==> src/rtl/clk_divider_multi.sv <==
// -----------------------------------------------------------------------------
// clk_divider_multi
//
// N-channel programmable clock divider / tick generator. Every channel counts
// enabled CCLK cycles up to its active scale S and then produces a terminal
// event every S+1 enabled cycles. In toggle mode the channel output clock
// flips at each terminal (period 2*(S+1), 50% duty); in pulse mode only the
// one-cycle tick is produced and the clock output is held low.
//
// The runtime scale and mode inputs are copied into per-channel shadow
// registers only while the channel is idle, on restart, or at a terminal
// count. A period that has already started therefore always completes with
// the settings it started with, so the outputs cannot glitch.
//
// Ports
//   CCLK     in   1            system clock, rising edge
//   RST_N    in   1            asynchronous active-low reset
//   en       in   N_CH         per-channel enable (level)
//   restart  in   N_CH         per-channel synchronous restart (pulse)
//   mode     in   N_CH         per-channel mode: 0 = toggle clock, 1 = tick only
//   scale    in   N_CH*WIDTH   flat scale vector, channel i at [i*WIDTH +: WIDTH]
//   clk_out  out  N_CH         divided clock, registered
//   tick     out  N_CH         one-cycle terminal-count pulse, registered
// -----------------------------------------------------------------------------
module clk_divider_multi #(
    parameter int N_CH  = 4,
    parameter int WIDTH = 32
) (
    input  logic                    CCLK,
    input  logic                    RST_N,
    input  logic [N_CH-1:0]         en,
    input  logic [N_CH-1:0]         restart,
    input  logic [N_CH-1:0]         mode,
    input  logic [N_CH*WIDTH-1:0]   scale,
    output logic [N_CH-1:0]         clk_out,
    output logic [N_CH-1:0]         tick
);

    localparam logic [WIDTH-1:0] CNT_ZERO = {WIDTH{1'b0}};
    localparam logic [WIDTH-1:0] CNT_ONE  = {{(WIDTH-1){1'b0}}, 1'b1};

    // Per-channel state
    logic [N_CH-1:0][WIDTH-1:0] cnt_q,       cnt_d;
    logic [N_CH-1:0][WIDTH-1:0] act_scale_q, act_scale_d;
    logic [N_CH-1:0]            act_mode_q,  act_mode_d;
    logic [N_CH-1:0]            clk_out_q,   clk_out_d;
    logic [N_CH-1:0]            tick_q,      tick_d;

    // Next-state logic for every channel; channels share nothing.
    always_comb begin
        cnt_d       = cnt_q;
        act_scale_d = act_scale_q;
        act_mode_d  = act_mode_q;
        clk_out_d   = clk_out_q;
        tick_d      = tick_q;
        for (int ch = 0; ch < N_CH; ch++) begin
            if (restart[ch] || !en[ch]) begin
                // Restart and idle behave identically: clear the period and
                // let the shadows follow the inputs so the first period after
                // enable/restart uses the current settings.
                cnt_d[ch]       = CNT_ZERO;
                clk_out_d[ch]   = 1'b0;
                tick_d[ch]      = 1'b0;
                act_scale_d[ch] = scale[ch*WIDTH +: WIDTH];
                act_mode_d[ch]  = mode[ch];
            end else if (cnt_q[ch] >= act_scale_q[ch]) begin
                // Terminal count. ">=" rather than "==" so the counter can
                // never run past the shadow scale and wrap.
                cnt_d[ch]       = CNT_ZERO;
                tick_d[ch]      = 1'b1;
                if (act_mode_q[ch]) begin
                    clk_out_d[ch] = 1'b0;
                end else begin
                    clk_out_d[ch] = ~clk_out_q[ch];
                end
                // Period boundary: the only point where a running channel
                // picks up new settings.
                act_scale_d[ch] = scale[ch*WIDTH +: WIDTH];
                act_mode_d[ch]  = mode[ch];
            end else begin
                cnt_d[ch]       = cnt_q[ch] + CNT_ONE;
                tick_d[ch]      = 1'b0;
            end
        end
    end

    // State and output registers with asynchronous clear.
    always_ff @(posedge CCLK or negedge RST_N) begin
        if (!RST_N) begin
            cnt_q       <= '0;
            act_scale_q <= '0;
            act_mode_q  <= '0;
            clk_out_q   <= '0;
            tick_q      <= '0;
        end else begin
            cnt_q       <= cnt_d;
            act_scale_q <= act_scale_d;
            act_mode_q  <= act_mode_d;
            clk_out_q   <= clk_out_d;
            tick_q      <= tick_d;
        end
    end

    assign clk_out = clk_out_q;
    assign tick    = tick_q;

endmodule

==> config.mk <==
export PLATFORM = sky130hd
export DESIGN_NAME = clk_divider_multi
export DESIGN_NICKNAME = d
export VERILOG_FILES = /design/src/rtl/clk_divider_multi.sv
export SDC_FILE = /design/constraint.sdc
export NUM_CORES = 1
export LEC_CHECK = 0
export ABC_AREA = 1
export BUFFER_PORTS_ARGS = -buffer_cell sky130_fd_sc_hd__buf_2
export CAP_MARGIN = 20
export CORE_MARGIN = 4
export CORE_UTILIZATION = 55
export CTS_BUF_LIST = sky130_fd_sc_hd__clkbuf_4 sky130_fd_sc_hd__clkbuf_8 sky130_fd_sc_hd__clkbuf_16
export CTS_CLUSTER_DIAMETER = 40
export DETAILED_ROUTE_END_ITERATION = 6
export PLACE_DENSITY = 0.75
export SYNTH_ARGS = -nofsm -noshare
export SYNTH_HDL_FRONTEND = slang
export SYNTH_SLANG_ARGS = --single-unit
==> constraint.sdc <==
create_clock -name CCLK -period 6.1 [get_ports CCLK]
set_clock_uncertainty 0.05 [all_clocks]
set_input_delay 0.61 -clock CCLK [delete_from_list [all_inputs] [get_ports CCLK]]
set_output_delay 0.61 -clock CCLK [all_outputs]
set_load 0.02 [all_outputs]
==> summary.txt <==
Global route
  • Total GRT Usage: 24.0%
  • Vias in the first global route: 14.2k
  • First-pass GRT wire length: 67200 microns
  • GRT overflow: 0
  • Largest net degree at the start of global routing: 136
  • Initial antenna violation count: 1

Placement
  • Routability cong.: 0.936
  • PortBufs: 149
  • Post-placement setup slack: 2.82 ns
  • DP HPWL: 27800 microns

Power and ir drop
  • LEAKAGE: 9.62 nW
  • Final Power: 0.00487 W
  • Power per cell area: 259 nW/um^2
  • Peak VDD IR: 0.000201 V

STA
  • Final setup violation count: 0
  • Final Hold Fails: 0
  • Slew HR: 32.5%
  • RSZ-0062 raised after global routing: no
  • Fin crit share: 54.2%
  • TNS Setup: 0 ns
  • Max Slew Vio Count: 0
  • Crit path time final: 3.31 ns
  • Highest Clock Rate: 0.303 GHz
  • Final WS setup: 2.79 ns
  • Pin slew with the least headroom to its limit: 1.01 ns

Synthesis
  • Post-Syn Area: 16200 sq um
  • Synth async-reset ratio: 100%
  • Count leader, synth: nand2_1
  • Mean Syn Cell Area: 7.71 sq um
  • Number of synthesized register bits: 268
  • Syn. warnings: 0
  • Synth top area cells: dfrtp_1 41%, nand2_1 14%, ha_1 10%
  • Top_reg_cell synth: dfrtp_1
  • Synthesized instance count: 2100
  • Number of synthesized flops with an enable pin: 0
  • Post-synth top cells: 597 x nand2_1, 271 x inv_1, 268 x dfrtp_1
  • Post-synthesis sequential area ratio: 41.4%
  • Top-area cell type share of the netlist area: 41.4%
  • Unique masters post-synth: 29
  • Syn Nets: 2374
  • Post-synth top area cell: dfrtp_1

Clock tree
  • Longest Clk Path Bufs: 3
  • Post-cts resize count: 0
  • TritonCTS clock tree: done
  • CTS Hold Bufs: 0
  • H-tree Lvls: 2
  • Total CTS buffers: 43
  • Clk_lat worst skew: 0.52 ns
  • CTS Sinks: 268
  • Post CTS Setup Buffer Count: 0
  • Root buffer cell: clkbuf_16
  • CTS clk-pin slew, worst paths: 0.06 ns

Worst setup path
  • Reg2reg end: act_scale_q[24]
  • Setup crit start kind: register
  • RR Startpoint: cnt_q[23]
  • Critical Path Max Stage Delay: 0.79 ns
  • R2R Setup Slk: 2.79 ns
  • CP Capture Type: register
  • CP Buf/Inv Count: 1
  • Crit Path Max Fanout: 43
  • Critical path's slowest cell: a21oi_4
  • Family with the most delay on the worst path: compound AO/OA/AOI/OAI gates
  • Worst reg2reg path depth: 9
  • Setup Crit Path Kind: reg2reg
  • Critical Path AT: 3.66 ns
  • CP Cell Sequence: ha_1 > a21oi_1 > o21a_1 > nand2_1 > a21oi_4 > nand3_2 > buf_4 > nand2_1 > nand2_1
  • Critical Path Most Common Cell: nand2_1
  • WP data required: 6.46 ns

Routing
  • Avg WL per Cell: 14.6 microns
  • Final wirelength: 38700 microns
  • First DRT Iteration DRCs: 688
  • Residual DRC: 0
  • 1st-pass router iterations: 5
  • Via Count: 14.2k
  • Drt via density: 5.33
  • Antenna Nets Post-Route: 0

Cells and area
  • Fill cells: 2558
  • Share of cells above drive strength 1: 11.2%
  • # diodes: 0
  • Nets: 2514
  • Synth-to-layout area growth: 16.0%

Die
  • Die height: 180 microns
  • Initial core utilization: 56.1%
  • Core ar.: 28900 sq um
  • Rows: 62
  • Die area: 32300 sq um
  • Die Wd: 180 microns
  • # IOs: 150

Min path
  • Worst hold-check path type: in2async

Flow run
  • Max cap viols: 0

Status
  • Status: complete, no violations
==> layer usage <==
metal / vias up / GRT usage, % / wire, microns
li1: 7064 / - / -
met1: 6663 / 32.5 / 17200
met2: 352 / 40.7 / 18700
met3: 75 / 3.48 / 1890
met4: 2 / 6.74 / 923
met5: - / 0 / 7
==> layout by cell type (no fill, tap or decap), types with 8 or more instances in the layout <==
cell,n
a21o_1,12
inv_1,271
nand2_1,597
buf_4,9
clkbuf_16,45
nor2_1,263
nand3_1,55
a21oi_1,41
buf_2,148
dfrtp_1,268
o21a_1,8
ha_1,132
nand4_1,166
xnor2_1,36
nor3_1,78
xor2_1,71
==> worst max-delay path by stage <==
| stage | from | end | slack, ns | cells past startpoint |
|---|---|---|---|---|
| after floorplan | cnt_q[59] | clk_out[1] | 4.12 | 10 |
| after global placement | cnt_q[23] | act_scale_q[4] | 2.94 | 9 |
| after detailed placement | cnt_q[23] | act_scale_q[28] | 2.82 | 9 |
| after CTS | cnt_q[23] | act_scale_q[28] | 2.80 | 9 |
| after global routing | cnt_q[23] | act_scale_q[6] | 2.50 | 9 |
| final | cnt_q[23] | act_scale_q[24] | 2.79 | 9 |
==> flip-flops by register name, summed over array words and instances, names as in the netlist <==
register	cells
clk_out	4
tick	4
act_mode_q	4
cnt_q	128
act_scale_q	128
==> where the power goes <==
group          internal, W  switching (W)  leakage [nW]
clock network      0.00172       0.000899         0.771
logic             0.000132       0.000222          5.38
registers          0.00186      0.0000450          3.47
total              0.00371        0.00117          9.62
==> kinds of logic after synthesis <==
kind of cell             Yosys count  synth area share [%]
AND/OR/NAND/NOR                 1183                  31.3
adder cells (fa/ha/maj)          132                  10.2
flip-flops                       268                  41.4
buffers and inverters            335                  8.29
XOR/XNOR                         107                  5.79
AO/OA/AOI/OAI                     75                  2.97
==> cell type report <==
| class | count | area, sq um | area share (%) |
|---|---|---|---|
| Clock inverter | 27 | 364 | 1.94 |
| Inverter | 271 | 1020 | 5.41 |
| Timing Repair Buffer | 159 | 843 | 4.49 |
| Tap cell | 384 | 480 | 2.56 |
| Clock buffer | 52 | 1200 | 6.41 |
| Sequential cell | 268 | 6710 | 35.7 |
| Multi-Input combinational cell | 1497 | 8170 | 43.5 |
==> through the flow <==
step	hold WS, ns	area [sq um]	utilization, %	std cells
3_5_place_dp	0.440	17200	59.7	2579
4_1_cts	0.0401	18800	65.1	2658
5_1_grt	0.0636	18800	65.1	2658
3_3_place_gp	0.432	17200	59.7	2579
6_report	0.0165	18800	65.1	2658
2_1_floorplan	0.264	16200	-	2100
Note: power is estimated with default switching activity, not from simulation.
